`config.mk`:
```
export PLATFORM = sky130hd
export DESIGN_NAME = mem_port_arbiter
export DESIGN_NICKNAME = d
export VERILOG_FILES = /design/src/rtl/mem_port_arbiter.sv
export SDC_FILE = /design/constraint.sdc
export NUM_CORES = 1
export LEC_CHECK = 0
export CORE_ASPECT_RATIO = 0.7
export CORE_MARGIN = 2
export CORE_UTILIZATION = 20
export CTS_CLUSTER_SIZE = 14
export DETAILED_ROUTE_END_ITERATION = 7
export PLACE_DENSITY = 0.84
export SYNTH_ARGS = -nofsm -noshare
export SYNTH_HDL_FRONTEND = slang
export SYNTH_SLANG_ARGS = --single-unit
```
`constraint.sdc`:
```
create_clock -name clk -period 1.3 [get_ports clk]
set_input_delay 0.26 -clock clk [delete_from_list [all_inputs] [get_ports clk]]
set_output_delay 0.26 -clock clk [all_outputs]
set_load 0.005 [all_outputs]
```
`src/rtl/mem_port_arbiter.sv`:
```
// ---------------------------------------------------------------------------
// mem_port_arbiter
//   Shares the single MMU memory port between the core load/store path (C)
//   and the DMA/boot-loader engine (D). At most one access is issued per
//   clock. Every read is tagged with its issuer, and the MMU read data is
//   routed back to that issuer RD_LATENCY cycles after the issue.
//
//   Build option MEM_ARB_FIXED_PRIO_EN:
//     undefined : round-robin between C and D (last_gnt register).
//     defined   : C has fixed priority. D gets a forced win once it has
//                 waited STARVE_LIMIT cycles (wait_cnt register).
//
// Ports
//   clk, reset_n                 clock, asynchronous active-low reset
//   c_req/c_we/c_addr/c_wdata    C request (held stable until c_gnt)
//   c_gnt                        C accepted this cycle (combinational)
//   c_rvalid/c_rdata             C read return (rdata is 0 when not valid)
//   d_*                          same set for port D
//   mem_en/mem_we/mem_addr/
//   mem_wdata                    issue to MMU (all 0 when mem_en=0)
//   mem_rdata                    MMU read data, RD_LATENCY after a read
//   owner                        issuer of current access (0=C, 1=D),
//                                holds the last value while idle
// ---------------------------------------------------------------------------
module mem_port_arbiter #(
    parameter int DATA_W       = 16,
    parameter int ADDR_W       = 16,
    parameter int RD_LATENCY   = 1,
    parameter int STARVE_LIMIT = 4
) (
    input  logic              clk,
    input  logic              reset_n,
    input  logic              c_req,
    input  logic              c_we,
    input  logic [ADDR_W-1:0] c_addr,
    input  logic [DATA_W-1:0] c_wdata,
    output logic              c_gnt,
    output logic              c_rvalid,
    output logic [DATA_W-1:0] c_rdata,
    input  logic              d_req,
    input  logic              d_we,
    input  logic [ADDR_W-1:0] d_addr,
    input  logic [DATA_W-1:0] d_wdata,
    output logic              d_gnt,
    output logic              d_rvalid,
    output logic [DATA_W-1:0] d_rdata,
    output logic              mem_en,
    output logic              mem_we,
    output logic [ADDR_W-1:0] mem_addr,
    output logic [DATA_W-1:0] mem_wdata,
    input  logic [DATA_W-1:0] mem_rdata,
    output logic              owner
);

    // Elaboration-time range checks on the parameters.
    if (RD_LATENCY < 1 || RD_LATENCY > 3) begin : g_bad_latency
        $error("mem_port_arbiter: RD_LATENCY must be 1..3");
    end
    if (STARVE_LIMIT < 1 || STARVE_LIMIT > 15) begin : g_bad_starve
        $error("mem_port_arbiter: STARVE_LIMIT must be 1..15");
    end

    logic                  owner_q;
    logic [RD_LATENCY-1:0] tag_v;
    logic [RD_LATENCY-1:0] tag_o;
    logic                  rd_issue;

    // ------------------------------------------------------------------
    // Grant logic. Grants depend only on req inputs and registered state,
    // and are forced low while reset is asserted.
    // ------------------------------------------------------------------
`ifdef MEM_ARB_FIXED_PRIO_EN
    logic [3:0] wait_cnt;
    logic       d_win;

    // D wins when alone, or when it has starved long enough.
    assign d_win = d_req && (!c_req || (wait_cnt >= 4'(STARVE_LIMIT)));

    always_comb begin
        c_gnt = reset_n && c_req && !d_win;
        d_gnt = reset_n && d_win;
    end

    always_ff @(posedge clk or negedge reset_n) begin
        if (!reset_n) begin
            wait_cnt <= 4'd0;
        end else if (!d_req || d_gnt) begin
            wait_cnt <= 4'd0;
        end else if (wait_cnt != 4'd15) begin
            wait_cnt <= wait_cnt + 4'd1;
        end
    end
`else
    logic last_gnt;   // 0 = C granted last, 1 = D granted last

    always_comb begin
        c_gnt = reset_n && c_req && (!d_req ||  last_gnt);
        d_gnt = reset_n && d_req && (!c_req || !last_gnt);
    end

    always_ff @(posedge clk or negedge reset_n) begin
        if (!reset_n) begin
            last_gnt <= 1'b1;
        end else if (c_gnt) begin
            last_gnt <= 1'b0;
        end else if (d_gnt) begin
            last_gnt <= 1'b1;
        end
    end
`endif

    // ------------------------------------------------------------------
    // Issue mux towards the MMU.
    // ------------------------------------------------------------------
    always_comb begin
        mem_en    = c_gnt | d_gnt;
        mem_we    = 1'b0;
        mem_addr  = '0;
        mem_wdata = '0;
        owner     = owner_q;
        if (c_gnt) begin
            mem_we    = c_we;
            mem_addr  = c_addr;
            mem_wdata = c_wdata;
            owner     = 1'b0;
        end else if (d_gnt) begin
            mem_we    = d_we;
            mem_addr  = d_addr;
            mem_wdata = d_wdata;
            owner     = 1'b1;
        end
    end

    assign rd_issue = mem_en && !mem_we;

    // ------------------------------------------------------------------
    // Owner hold register and read tag pipeline. Reset clears every
    // in-flight tag, so late MMU data after a reset is never routed.
    // ------------------------------------------------------------------
    always_ff @(posedge clk or negedge reset_n) begin
        if (!reset_n) begin
            owner_q <= 1'b0;
            tag_v   <= '0;
            tag_o   <= '0;
        end else begin
            owner_q  <= owner;
            tag_v[0] <= rd_issue;
            tag_o[0] <= owner;
            for (int i = 1; i < RD_LATENCY; i++) begin
                tag_v[i] <= tag_v[i-1];
                tag_o[i] <= tag_o[i-1];
            end
        end
    end

    always_comb begin
        c_rvalid = tag_v[RD_LATENCY-1] && !tag_o[RD_LATENCY-1];
        d_rvalid = tag_v[RD_LATENCY-1] &&  tag_o[RD_LATENCY-1];
        c_rdata  = c_rvalid ? mem_rdata : '0;
        d_rdata  = d_rvalid ? mem_rdata : '0;
    end

endmodule
```
==> results of run 1 <==
## worst max path at each step
stage | from | to | slack (ps) | cells past startpoint
3_5_place_dp | d_req | mem_addr[13] | -870 | 5
2_1_floorplan | last_gnt$_DFFE_PN1P_ | mem_addr[10] | -10 | 4
6_report | last_gnt$_DFFE_PN1P_ | c_gnt | -470 | 6
3_3_place_gp | d_req | mem_addr[13] | -850 | 5
5_1_grt | last_gnt$_DFFE_PN1P_ | c_gnt | -500 | 6
4_1_cts | last_gnt$_DFFE_PN1P_ | mem_addr[11] | -770 | 4
## through the flow
stage                     TNS [ps]  setup WS (ps)  cell area, um2
after floorplan               -418          -15.0             961
after global placement      -39580           -854            2630
final                       -23030           -472            3260
after detailed placement    -40660           -866            2630
after global routing        -25610           -502            3260
after CTS                   -26810           -767            2890
## sequential cells by signal, indices dropped and copies added (netlist names)
name and flops:
last_gnt 1, tag_o 1, tag_v 1
## cells in the final DEF, fill, tap and decap left out, types with 4 or more instances in the layout
cell type         n
clkdlybuf4s50_1  82
clkbuf_2         15
o22ai_1          12
buf_2            25
nor2_1            4
buf_12            9
nand2_1          66
buf_4            18
and3_4           15
and2_4           15
buf_6            47
o22ai_2          21
## power groups by stage
stage	Clock, mW	Sequential, mW	Combinational [mW]
final	0.284	0.122	1.37
after global routing	0.295	0.124	1.45
after CTS	0.288	0.120	1.10
after detailed placement	0	0.123	0.944
after global placement	0	0.123	0.934
after floorplan	0	0.129	0.323
## cells by family after synthesis
family / share of synthesized area, %
AO/OA/AOI/OAI: 24.7
buffers and inverters: 13.3
AND/OR/NAND/NOR: 54.0
flip-flops: 7.94
## final cells by class
| class | count | area (um2) | share of cell area, % |
|---|---|---|---|
| flip-flops and latches | 3 | 76.3 | 2.34 |
| inverters | 1 | 3.75 | 0.115 |
| well taps | 57 | 71.3 | 2.18 |
| clock buffers | 4 | 45.0 | 1.38 |
| multi-input cells | 149 | 1090 | 33.3 |
| repair buffers | 202 | 1980 | 60.7 |
## layer usage
metal / track usage (%) / part of all wire (%)
met2: 36.4 / 54
met1: 23.0 / 38
met4: 3.35 / 1.2
met5: 0 / 0
met3: 5.68 / 7.1
## repair_timing
action / in CTS / in global routing
cloned: 6 / 2
setup endpoints to repair: 72 / 70
hold buffers: 0 / 0
gates resized for setup: 260 / 131
setup buffers: 9 / 20
pin swaps: 8 / 19
==> results.md, run 1 <==
- Status: finished with violations
- Failing checks: setup timing
- Total Wirelength: 6.61 mm
- Crit-path leading delay family: flip-flops
- Wire per inst: 15.9 um
- CP max-delay cell: dfstp_2
- GRT Overall Usage: 19.5%
- Slew headroom: between 80 and 90%
- CP Cell Sequence: nand2b_4, buf_8, nand2_8, buf_6, nor2_1, buf_2
- Initial Utilization: roughly 20%
- Final worst path period need: 1770 ps
- Most common cell in the netlist: nand2_1
- NetSw: between 0.6 and 0.7 mW
- RD Place Congestion: 0.763
- Vias: 2026
- Post-synthesis sequential area ratio: 7.94%
- Hold Path Class: in2async
- Worst path max stage delay: 530 ps
- Pin count of the biggest net entering global routing: 47
- Detail Route Antenna Nets: 0
- F_max: 0.564 GHz
- Hold slack: 127 ps
- Synth warn: 0
- RSZ-0062 raised after global routing: true
- Mapped cell area: 961 um2
- Area Overhead vs Synth: 240%
- Post-synth top area share: 26.2%
- Clk pwr share: around 16%
- Sequential Power Share: a little under 7%
- TritonCTS clock tree: yes
- Non-filler instance count after layout: 416
- Reg2Reg Launch Point: last_gnt$_DFFE_PN1P_
- Cell variety after synth: 21
- Pleak: 1.51 nW
- Number of fill cells: between 300 and 400
- Asr flop ratio synth: 100%
- Pint: ~1.2 mW
- Die Ht: around 62 um
- Avg Cell Area, Syn: 5.72 um2
- Pre-Repair DR Iteration Count: 4
- DP HPWL: approximately 3.7 mm
- Worst Tran Pin Value: 234 ps
- Full die area: 5380 um2
- Htree depth: 1
- Number of I/O port buffers: 156
- Post-layout util: 69.4%
- Die width: 86.8 um
- Bufs and invs on worst path: 3
- Final Cycle Share: 136%
- Vias per cell: about 5
- TritonCTS buffer count: 3
- Net Sw Frac: about a third
- Root Buffer: clkbuf_8
- Crit Path Category: reg2out
- Max cap viols: 0
- Grt total ovfl: 0
- Core Region: 4700 um2
- First-pass GRT wire length: just over 8 mm
- CTS max path bufs: 2
- DRC viols: 0
- Clock Skews: 5.68 ps
- Clk_lat worst skew: 220 ps
- R2r endpoint: tag_v$_DFF_PN0_
- Reg2Reg Depth: 5
- Row count: 21
- Ant. Diodes: 0
- Post-synth EDFFs: 0
- Hold Fails Final Rpt: 0
- Synth Net Count: 254
- Setup crit end kind: primary output
- Synth area leaders: nand2_1 (26%), o22ai_1 (21%), and2_1 (11%)
- Pwr Density: 543 nW/um2
- Gate Count Post-Synth: 168
- Top_reg_cell synth: dfrtp_1
- Placed Instances: 378
- Final worst slack: -472 ps
- CTS Sinks: 3
- Endpoints failing setup: 70
- Initial antenna violation count: 0
- Layout cells sized above 1: 51.0%
- Crit path max fanout: 8
- Crit start category: flop
- 1st-iter DRT viols: 94
- Max VDD drop: around 0.53 mV
- FF+latch count, synth: 3
- Clock slew at reported path FFs: 40 ps
- Critical Path AT: 1510 ps
- Net count, final: 446
- Cell taking the most area after synthesis: nand2_1
- Synth cell count leaders: nand2_1 (67), o22ai_1 (33), and2_1 (17)
- Vias in the first global route: ~1600
- Total Power: around 1.8 mW
- FF-to-FF setup slack: 0 ps
- Worst EP required: 1040 ps
- Comb pwr share: just under 80%
- Max Transition Viols Final: 0
- I/O pin total: about 160
Note: power is estimated with default switching activity, not from simulation.
==> inputs of run 2 (changes only) <==
--- a/config.mk
+++ b/config.mk
@@ -10,7 +10,8 @@
 export CORE_UTILIZATION = 20
 export CTS_CLUSTER_SIZE = 14
 export DETAILED_ROUTE_END_ITERATION = 7
-export PLACE_DENSITY = 0.84
+export PLACE_DENSITY_LB_ADDON = 0.1
+export SKIP_CTS_REPAIR_TIMING = 1
 export SYNTH_ARGS = -nofsm -noshare
 export SYNTH_HDL_FRONTEND = slang
 export SYNTH_SLANG_ARGS = --single-unit
==> constraint.sdc (replaced) <==
create_clock -name clk -period 1.3 [get_ports clk]
set_input_delay 0.26 -clock clk [delete_from_list [all_inputs] [get_ports clk]]
set_output_delay 0.26 -clock clk [all_outputs]
set_load 0.02 [all_outputs]
==> results.md, run 2 (same netlist as run 1, synthesis figures left out) <==
- Status: finished with violations
- Failing checks: setup timing
- Placed Instances: 384 (+1.6%)
- Comb pwr share: 80.2% (+3.1 points)
- Initial Utilization: 20.4% (unchanged)
- Sequential Power Share: 6.6% (-0.3 points)
- CTS Sinks: 3 (unchanged)
- Clk_lat worst skew: 220 ps (about the same)
- Max cap viols: 0 (unchanged)
- Vias: 1884 (-7.0%)
- Post-layout util: 75.7% (+6.3 points)
- I/O pin total: 157 (unchanged)
- Endpoints failing setup: 70 (unchanged)
- Crit Path Category: reg2out
- Pin count of the biggest net entering global routing: 29 (-38%)
- Clk pwr share: 13.2% (-2.8 points)
- RSZ-0062 raised after global routing: true
- Net Sw Frac: 40.0% (+5.7 points)
- Critical Path AT: 1490 ps (-20 ps)
- Die Ht: 62.0 um (unchanged)
- TritonCTS buffer count: 3 (unchanged)
- Worst Tran Pin Value: 224 ps (-9.98 ps)
- Final worst slack: -451 ps (+21.1 ps)
- Crit start category: flop
- Full die area: 5380 um2 (unchanged)
- Core Region: 4700 um2 (unchanged)
- Reg2Reg Depth: 5 (unchanged)
- CP max-delay cell: dfstp_2
- Final worst path period need: 1750 ps (-21.1 ps)
- Htree depth: 1 (unchanged)
- Number of fill cells: 360 (-9.5%)
- Row count: 21 (unchanged)
- Net count, final: 430 (-3.6%)
- Vias per cell: 4.71 (-3.3%)
- Pleak: 1.49 nW (-1.3%)
- Layout cells sized above 1: 51.0% (about the same)
- Vias in the first global route: 1641 (+2.4%)
- Hold slack: 216 ps (+88.8 ps)
- Hold Path Class: in2async
- Root Buffer: clkbuf_8
- Worst path max stage delay: 530 ps (about the same)
- TritonCTS clock tree: yes
- Max VDD drop: 0.290 mV (-46%)
- Setup crit start: last_gnt$_DFFE_PN1P_
- CTS max path bufs: 2 (unchanged)
- GRT Overall Usage: 17.9% (-1.6 points)
- Max Transition Viols Final: 0 (unchanged)
- Non-filler instance count after layout: 400 (-3.8%)
- Pre-Repair DR Iteration Count: 4 (unchanged)
- Most common cell after layout, fill and taps aside: clkdlybuf4s50_1
- Crit path max fanout: 13 (+5)
- Worst path depth: 5 (-1)
- Clock slew at reported path FFs: 30 ps (about the same)
- Final setup TNS: -20700 ps (+2330 ps)
- Slew headroom: 85.0% (+0.67 points)
- Ant. Diodes: 0 (unchanged)
- Detail Route Antenna Nets: 0 (unchanged)
- Placement Setup Slack: -990 ps (-124 ps)
- Pint: 1.25 mW (+7.2%)
- Top flop regs: last_gnt (1), tag_o (1), tag_v (1)
- Grt total ovfl: 0 (unchanged)
- 1st-iter DRT viols: 32 (-66%)
- Bufs and invs on worst path: 2 (-1)
- Initial antenna violation count: 0 (unchanged)
- Setup crit end kind: primary output
- Total Wirelength: 6.05 mm (-8.5%)
- Most frequent cells in the layout: clkdlybuf4s50_1 (82), nand2_1 (66), buf_6 (55), o22ai_4 (30), buf_4 (29)
- First-pass GRT wire length: 7.72 mm (-4.5%)
- Pwr Density: 584 nW/um2 (+7.6%)
- Crit-path leading delay family: flip-flops
- RD Place Congestion: 0.793 (+4.0%)
- Number of I/O port buffers: 156 (unchanged)
- Clock Skews: 2.06 ps (-3.62 ps)
- Die width: 86.8 um (unchanged)
- Worst EP required: 1040 ps (about the same)
- DP HPWL: 4.29 mm (+16%)
- DRC viols: 0 (unchanged)
- Area Overhead vs Synth: 271%
- CP Cell Sequence: nand2b_4, nand2_8, buf_12, o22ai_4, buf_4
- Wire per inst: 15.1 um (-4.9%)
- NetSw: 0.833 mW (+37%)
- Reg2Reg Launch Point: last_gnt$_DFFE_PN1P_
- Hold Fails Final Rpt: 0 (unchanged)
- Final Cycle Share: 135% (-1.6 points)
- F_max: 0.571 GHz (+1.2%)
-- run 2: changes by cell type in the layout (fill, tap and decap cells not counted), sizes merged --
cell,previous run,this run
nand2,71,69
buf,101,96
bufbuf,1,0
clkbuf,21,13
nor2b,1,2
dlygate4sd2,1,0
-- run 2: worst register-to-register path, stage by stage (launching register included) --
cell       delay [ps]
dfstp_2           530
buf_4             130
nand2_4            70
nand2_8           130
clkbuf_16         180
o32ai_2            80
-- run 2: final timing paths --
check / end / slack (ps)
worst max-delay path: mem_wdata[5] / -450
worst min-delay path: tag_v$_DFF_PN0_ / 220
worst max register to register: tag_v$_DFF_PN0_ / 70
worst min register to register: last_gnt$_DFFE_PN1P_ / 680
max in group asynchronous: last_gnt$_DFFE_PN1P_ / 900
min in group clk: last_gnt$_DFFE_PN1P_ / 350
-- run 2: stage by stage --
stage,area [um2],total power [mW]
after detailed placement,3120,1.53
after global routing,3560,2.19
after floorplan,1380,0.860
after CTS,3160,1.82
after global placement,3120,1.52
final,3560,2.08
-- run 2: layout make-up --
class                           instances  area [um2]  area share [%]
Clock buffer                            4        45.0            1.26
Inverter                                1        3.75           0.105
Multi-Input combinational cell        148        1350            37.9
Sequential cell                         3        77.6            2.18
Tap cell                               57        71.3            2.00
Timing Repair Buffer                  187        2020            56.6
-- run 2: power by group through the flow --
| stage | clock network, mW | logic, mW | registers (mW) |
|---|---|---|---|
| 5_1_grt | 0.287 | 1.76 | 0.139 |
| 2_1_floorplan | 0 | 0.730 | 0.130 |
| 3_3_place_gp | 0 | 1.40 | 0.124 |
| 3_5_place_dp | 0 | 1.41 | 0.124 |
| 4_1_cts | 0.282 | 1.41 | 0.123 |
| 6_report | 0.275 | 1.67 | 0.137 |
-- run 2: routing by layer --
layer,wire [um],vias to the layer above,track usage (%)
met2,2970,90,30.3
met4,57,0,6.92
met1,2560,851,22.5
met5,0,-,0
met3,467,5,4.49
li1,-,938,-
